===== src/rtl/conv3x3_filter.sv =====
// 3x3 convolution with loadable signed coefficients: multiply, sum, then
// round/shift/saturate to 8 bits, with a per-frame output counter.
module conv3x3_filter #(
  parameter int SHIFT        = 4,
  parameter int FRAME_PIXELS = 4096
) (
  input  logic       clk,
  input  logic       rst_n,
  input  logic       in_valid,
  input  logic [7:0] pixel1,
  input  logic [7:0] pixel2,
  input  logic [7:0] pixel3,
  input  logic [7:0] pixel4,
  input  logic [7:0] pixel5,
  input  logic [7:0] pixel6,
  input  logic [7:0] pixel7,
  input  logic [7:0] pixel8,
  input  logic [7:0] pixel9,
  input  logic       coef_load,
  input  logic [3:0] coef_addr,
  input  logic [7:0] coef_data,
  output logic       out_valid,
  output logic [7:0] out_pixel,
  output logic       frame_done,
  output logic [11:0] out_count
);

  // Handshake: in_valid qualifies the window for one cycle; there is no ready,
  // every valid window is accepted and emerges exactly 3 cycles later.

  localparam logic [8:0][7:0] COEF_RST = {8'd1, 8'd2, 8'd1,
                                          8'd2, 8'd4, 8'd2,
                                          8'd1, 8'd2, 8'd1};
  localparam logic signed [21:0] RND  = 22'(((1 << SHIFT) >> 1));
  localparam logic [11:0]        LAST = 12'(FRAME_PIXELS - 1);

  logic [8:0][7:0]    pix;
  logic signed [7:0]  coef   [9];
  logic signed [16:0] prod_d [9];
  logic signed [16:0] prod_q [9];
  logic signed [20:0] sum_d;
  logic signed [20:0] sum_q;
  logic signed [21:0] rnd_d;
  logic signed [21:0] shf_d;
  logic [7:0]         sat_d;
  logic               s1_valid;
  logic               s2_valid;

  assign pix = {pixel9, pixel8, pixel7, pixel6, pixel5,
                pixel4, pixel3, pixel2, pixel1};

  // Coefficient file; S1 samples the pre-write value in the write cycle.
  always_ff @(posedge clk or negedge rst_n) begin
    if (!rst_n) begin
      for (int k = 0; k < 9; k++) coef[k] <= $signed(COEF_RST[k]);
    end else if (coef_load && coef_addr < 4'd9) begin
      coef[coef_addr] <= $signed(coef_data);
    end
  end

  always_comb begin
    for (int k = 0; k < 9; k++) begin
      prod_d[k] = $signed({9'b0, pix[k]}) * $signed({{9{coef[k][7]}}, coef[k]});
    end
  end

  always_comb begin
    sum_d = '0;
    for (int k = 0; k < 9; k++) begin
      sum_d = sum_d + $signed({{4{prod_q[k][16]}}, prod_q[k]});
    end
  end

  always_comb begin
    rnd_d = $signed({sum_q[20], sum_q}) + RND;
    shf_d = rnd_d >>> SHIFT;
    sat_d = shf_d[7:0];
    if (shf_d < 0)            sat_d = 8'd0;
    else if (shf_d > 22'sd255) sat_d = 8'd255;
  end

  always_ff @(posedge clk or negedge rst_n) begin
    if (!rst_n) begin
      s1_valid   <= 1'b0;
      s2_valid   <= 1'b0;
      out_valid  <= 1'b0;
      out_pixel  <= 8'd0;
      frame_done <= 1'b0;
      out_count  <= 12'd0;
      sum_q      <= '0;
      for (int k = 0; k < 9; k++) prod_q[k] <= '0;
    end else begin
      s1_valid   <= in_valid;
      s2_valid   <= s1_valid;
      out_valid  <= s2_valid;
      frame_done <= s2_valid && (out_count == LAST);
      if (in_valid) begin
        for (int k = 0; k < 9; k++) prod_q[k] <= prod_d[k];
      end
      if (s1_valid) sum_q <= sum_d;
      if (s2_valid) begin
        out_pixel <= sat_d;
        out_count <= (out_count == LAST) ? 12'd0 : out_count + 12'd1;
      end
    end
  end

endmodule


===== config.mk =====
export PLATFORM = sky130hd
export DESIGN_NAME = conv3x3_filter
export DESIGN_NICKNAME = d
export VERILOG_FILES = /design/src/rtl/conv3x3_filter.sv
export SDC_FILE = /design/constraint.sdc
export NUM_CORES = 2
export LEC_CHECK = 0
export CORE_MARGIN = 3
export CORE_UTILIZATION = 25
export CTS_CLUSTER_SIZE = 28
export DETAILED_ROUTE_END_ITERATION = 6
export DONT_BUFFER_PORTS = 1
export GPL_TIMING_DRIVEN = 1
export HOLD_SLACK_MARGIN = 0.03
export PLACE_DENSITY = 0.37
export SLEW_MARGIN = 20
export SYNTH_ARGS = -nofsm -noshare
export SYNTH_HDL_FRONTEND = slang
export SYNTH_SLANG_ARGS = --single-unit

===== constraint.sdc =====
create_clock -name clk -period 5.2 [get_ports clk]
set_input_delay 1.04 -clock clk [delete_from_list [all_inputs] [get_ports clk]]
set_output_delay 1.04 -clock clk [all_outputs]
set_load 0.02 [all_outputs]

* Word level (Yosys, flattened, before mapping)
Cells that the tools add are included.
** Operators by class
- $add $sub $neg :: 10
- Bitwise gates (word level) :: 1
- Muxes and demuxes :: 6
- Magnitude comparators :: 5
- Multipliers :: 9
- Equal/unequal tests :: 1
- Reduce and logical (&&, ||, !) cells :: 3
- Shifts and indexed selects :: 0
- Divide/modulo/power cells :: 0
** Operators with widths (number)
- $mul A9 B8 Y17 :: 9
- $add A21 B17 Y21 :: 4
- $bwmux W72 :: 1
- $demux W8 S4 :: 1
- $mux W8 :: 3
- $add A21 B5 Y22 const B :: 1
- $add A20 B17 Y21 :: 1
- $add A19 B17 Y20 :: 1
- $add A18 B17 Y19 :: 1
- $add A17 B17 Y18 :: 1
- $gt A18 B9 Y1 const B :: 1
- $lt A18 B1 Y1 const B :: 1
- $add A12 B1 Y12 const B :: 1
- $eq A12 B12 Y1 const B :: 1
- $mux W12 :: 1
- $ge A5 B5 Y1 const B :: 1
- $lt A5 B1 Y1 const B :: 1
- $not A4 Y5 :: 1
- $lt A4 B4 Y1 const B :: 1
- $logic_and A1 B1 Y1 :: 3
** Storage, ports and cells
- Latch bits :: 0
- RAM bits :: 0
- Logic and storage cells :: 60
- Flip-flop bits (word level) :: 270
- Memory bits (read-only) :: 0
- Memories kept :: 0

* Longest topological paths before layout
- Depth in word-level cells :: 8
- Gate-level depth with buffers :: 18

* Worst setup path after synthesis
No wires, ideal clock.
- Path type :: input-to-reg
- Start :: in pixel3[3]
- End :: reg prod_q[118] (netlist bit)
- Cell stages on the path :: 16
- Required time :: 5.076 ns
- Setup slack :: 0.154 ns
- Arrival time :: 4.922 ns
- Cells stage by stage :: and2_1 > fa_1 > inv_1 > fa_1 > inv_1 > fa_1 > inv_1 > fa_1 > inv_1 > ha_1 > o21ai_1 > a21boi_1 > o31ai_1 > a2111oi_0 > o311a_1 > a211o_1
** Between the ends
- Cells in the longest elaborated chain, start to end :: 1
** RTL lines
- from (decl) :: RTL line 12 : input logic [7:0] pixel3,
- $mul A9 B8 Y17 :: RTL line 63 : prod_d[k] = $signed({9'b0, pix[k]}) * $signed({{9{coef[k][7]}}, coef[k]});
- to (decl) :: RTL line 40 : logic signed [16:0] prod_q [9];
No other way between the ends.
A chain may end at the register's enable or synchronous reset.

* Worst setup path in the final report
- Start :: reg prod_q[36] (netlist bit)
- End :: reg sum_q[18]
** Between the ends
- Cells in the longest elaborated chain, start to end :: 3
** RTL lines
- $add A21 B17 Y21 (3 in a row) :: RTL line 70 : sum_d = sum_d + $signed({{4{prod_q[k][16]}}, prod_q[k]});
- to (signal assigned) :: RTL line 100 : if (s1_valid) sum_q <= sum_d;
- to (decl) :: RTL line 42 : logic signed [20:0] sum_q;
No other way between the ends.

==> flow_summary_export.csv <==
group,metric,value,unit
cells_and_area,nFillCells,14300,
drt,via_per_inst,4.34,
critical_path,cpPeakStageDelay,500,ps
cells_and_area,synthToLayoutAreaGrowth,11.1,%
placement,port_buffers,0,
cts,clkTransAtPathRegs,60,ps
critical_path,r2r-start,"prod_q[36]$_DFFE_PN0P_",
drt,wl_per_cell,18.6,um
cts,clock_path_buffers,3,
critical_path,critPathRequiredTime,5710,ps
drt,routed_wl,100000,um
cts,clock-root-buffer,"clkbuf_16",
synthesis,synth_area_leaders,"fa_1, dfrtp_1, ha_1",
cells_and_area,design_area,37600,um^2
placement,hpwlAfterDp,79800,um
floorplan,start_util,25.3,%
critical_path,r2r_slack,330,ps
global_route,grt_usage,14.7,%
synthesis,synth_ff_type,"dfrtp_1",
critical_path,cp-start-kind,"flip-flop",
timing,min_period,4870,ps
synthesis,synth_fp_nets,4474,
cells_and_area,multi_input_area,24100,um^2
cts,ctsHoldBuffers,0,
cts,clkSinkCount,267,
cts,cts_resized,0,
timing,fmax,0.205,GHz
cells_and_area,seq_area,6690,um^2
timing,fin_skew,21.9,ps
critical_path,cp_max_fo,4,
placement,dpl_cell_area,36100,um^2
critical_path,reg2reg_depth,17,
critical_path,crit_arrival,5390,ps
drt,drtAntennaViolNets,0,
timing,finalHoldViolCount,0,
critical_path,critical_path.top_delay_family,"adder cells",
global_route,grt_pass1_wl,158000,um
job,cap_viol_max_count,0,
synthesis,yosysSeqAreaShare,19.8,%
floorplan,die_w,374,um
synthesis,synth_edf_count,0,
hold_path,hold_class,"in2async",
timing,fin_crit_sh,93.7,%
global_route,grt_max_degree,268,
drt,drtPass1Iterations,5,
global_route,antenna_found_initial,10,
floorplan,die_area,140000,um^2
floorplan,die_h,374,um
critical_path,path_buf_inv,4,
critical_path,worstPathCellList,"inv_1 -> fa_1 -> inv_1 -> fa_1 -> fa_1 -> inv_1 -> fa_1 -> nor4bb_1 -> inv_1 -> fa_1 -> nor2b_4 -> o31a_4 -> o2111ai_4 -> a211oi_2 -> o31a_1 -> nor3_1 -> o31ai_2",
cts,cts_made_buffers,40,
synthesis,yosysWarningCount,0,
timing,tightest_slew,1110,ps
cts,clock_latency,610,ps
synthesis,syn_area_per_cell,9.60,um^2
cts,cts_tree,"built",
placement,globalplace.congestion,0.791,
critical_path,critPathKind,"reg2reg",
floorplan,coreArea,134000,um^2
cts,cts_setup_buffers,0,
timing,grt_setup_unrepaired,"false",
cts,htree_num_levels,2,
timing,final-max-slew-violation-count,0,
critical_path,cp_slowest_cell,"fa_1",
drt,drt-initial-drc-count,1022,
timing,relSlewSlack,25.4,%
synthesis,syn-cell-area,33800,um^2
timing,finalSetupViolCount,0,
synthesis,synth_seq_cells,267,
critical_path,r2r-end,"sum_q[18]$_DFFE_PN0P_",
critical_path,end_kind,"flip-flop",
synthesis,synthArstFlopShare,100,%
synthesis,syn-instance-count,3524,
synthesis,yosysUniqueCellTypes,69,
floorplan,io-pin-count,110,
synthesis,yosys.area.top_type_share,26.9,%
global_route,grt_pass1_vias,25500,
cells_and_area,fin_nets,4500,
drt,drc,0,
drt,route.vias.total,23300,
status,status,"completed",
synthesis,yosys.area.top_type,"fa_1",
cells_and_area,final_layout_size_suffix_gt1_share,6.51,%
floorplan,num_rows,134,
global_route,grt.overflow.total,0,
critical_path,crit_top_cell,"fa_1",
-- flip-flops by register name, summed over array words and instances, names as in the netlist --
| register | count |
|---|---|
| frame_done | 1 |
| out_count | 12 |
| out_valid | 1 |
| s1_valid | 1 |
| out_pixel | 8 |
| prod_q | 153 |
| coef | 72 |
| s2_valid | 1 |
| sum_q | 18 |
-- synth_stat cells (all sizes together) (14+ instances only) --
| cell type | instances |
|---|---|
| inv | 756 |
| fa | 455 |
| ha | 407 |
| nand2 | 315 |
| and2 | 299 |
| dfrtp | 258 |
| nor2 | 129 |
| mux2 | 128 |
| o21ai | 95 |
| a21oi | 92 |
| nand2b | 55 |
| clkbuf | 48 |
| xnor2 | 48 |
| a21o | 38 |
| xor2 | 35 |
| nand3 | 30 |
| o21a | 30 |
| a211oi | 29 |
| o31ai | 25 |
| and3 | 23 |
| or3 | 20 |
| nor2b | 15 |
| nor3 | 15 |
| mux2i | 14 |
-- cell usage in the layout, fill, tap and decap left out, types with 15 or more instances in the layout --
cell type,n
inv_1,755
fa_1,455
ha_1,407
nand2_1,315
and2_1,299
dfrtp_1,258
nor2_1,129
mux2_2,107
a21oi_1,91
o21ai_0,64
nand2b_1,55
xnor2_1,48
clkbuf_16,40
a21o_1,38
buf_4,37
xor2_1,35
o21ai_1,31
nand3_1,30
o21a_1,30
a211oi_1,28
and3_1,23
o31ai_1,23
mux2_1,21
or3_1,20
nor3_1,15
-- layout make-up --
cell class / instances / share of cell area [%]
diodes: 14 / 0.0932
multi-input cells: 2448 / 64.1
well taps: 1768 / 5.88
flip-flops and latches: 267 / 17.8
clock buffers: 56 / 3.14
inverters: 756 / 7.55
repair buffers: 37 / 0.739
clock inverters: 16 / 0.672
-- metrics by stage --
stage / instances / worst slack, ps / setup TNS [ps] / utilization [%] / hold WS (ps)
3_3_place_gp: 5276 / -16.9 / -25.9 / 27.0 / 470
5_1_grt: 5360 / 17.0 / 0 / 28.1 / 107
2_1_floorplan: 3524 / 154 / 0 / - / 352
6_report: 5362 / 327 / 0 / 28.1 / 145
3_5_place_dp: 5276 / 13.2 / 0 / 27.0 / 482
4_1_cts: 5348 / 244 / 0 / 28.0 / 104
-- kinds of logic after synthesis --
logic type                 Yosys count  share of synthesized area [%]
and+or+nand+nor                    954                           14.5
adders and majority gates          862                           42.0
buffers and inverters              809                           8.98
AOI/OAI and AO/OA                  407                           7.99
DFF                                267                           19.8
muxes                              142                           4.67
xor gates and xnor gates            83                           2.15
-- per-layer routing --
| metal | part of all wire (%) | track usage, % |
|---|---|---|
| met1 | 47 | 20.1 |
| met2 | 46 | 23.7 |
| met3 | 4.8 | 2.76 |
| met4 | 2.0 | 3.85 |
| met5 | 0 | 0 |
-- worst max-delay path by stage --
stage / start / slack, ps / end / depth (start not counted)
2_1_floorplan: pixel3[3] / 150 / prod_q[118]$_DFFE_PN0P_ / 16
3_3_place_gp: pixel3[3] / -20 / prod_q[118]$_DFFE_PN0P_ / 17
3_5_place_dp: pixel3[3] / 10 / prod_q[116]$_DFFE_PN0P_ / 18
4_1_cts: prod_q[36]$_DFFE_PN0P_ / 240 / sum_q[18]$_DFFE_PN0P_ / 17
5_1_grt: prod_q[2]$_DFFE_PN0P_ / 20 / sum_q[18]$_DFFE_PN0P_ / 17
6_report: prod_q[36]$_DFFE_PN0P_ / 330 / sum_q[18]$_DFFE_PN0P_ / 17
Power is left out: the tool's default activity adds up to more than one toggle a clock period on the data nets, which glitch-free logic cannot reach.
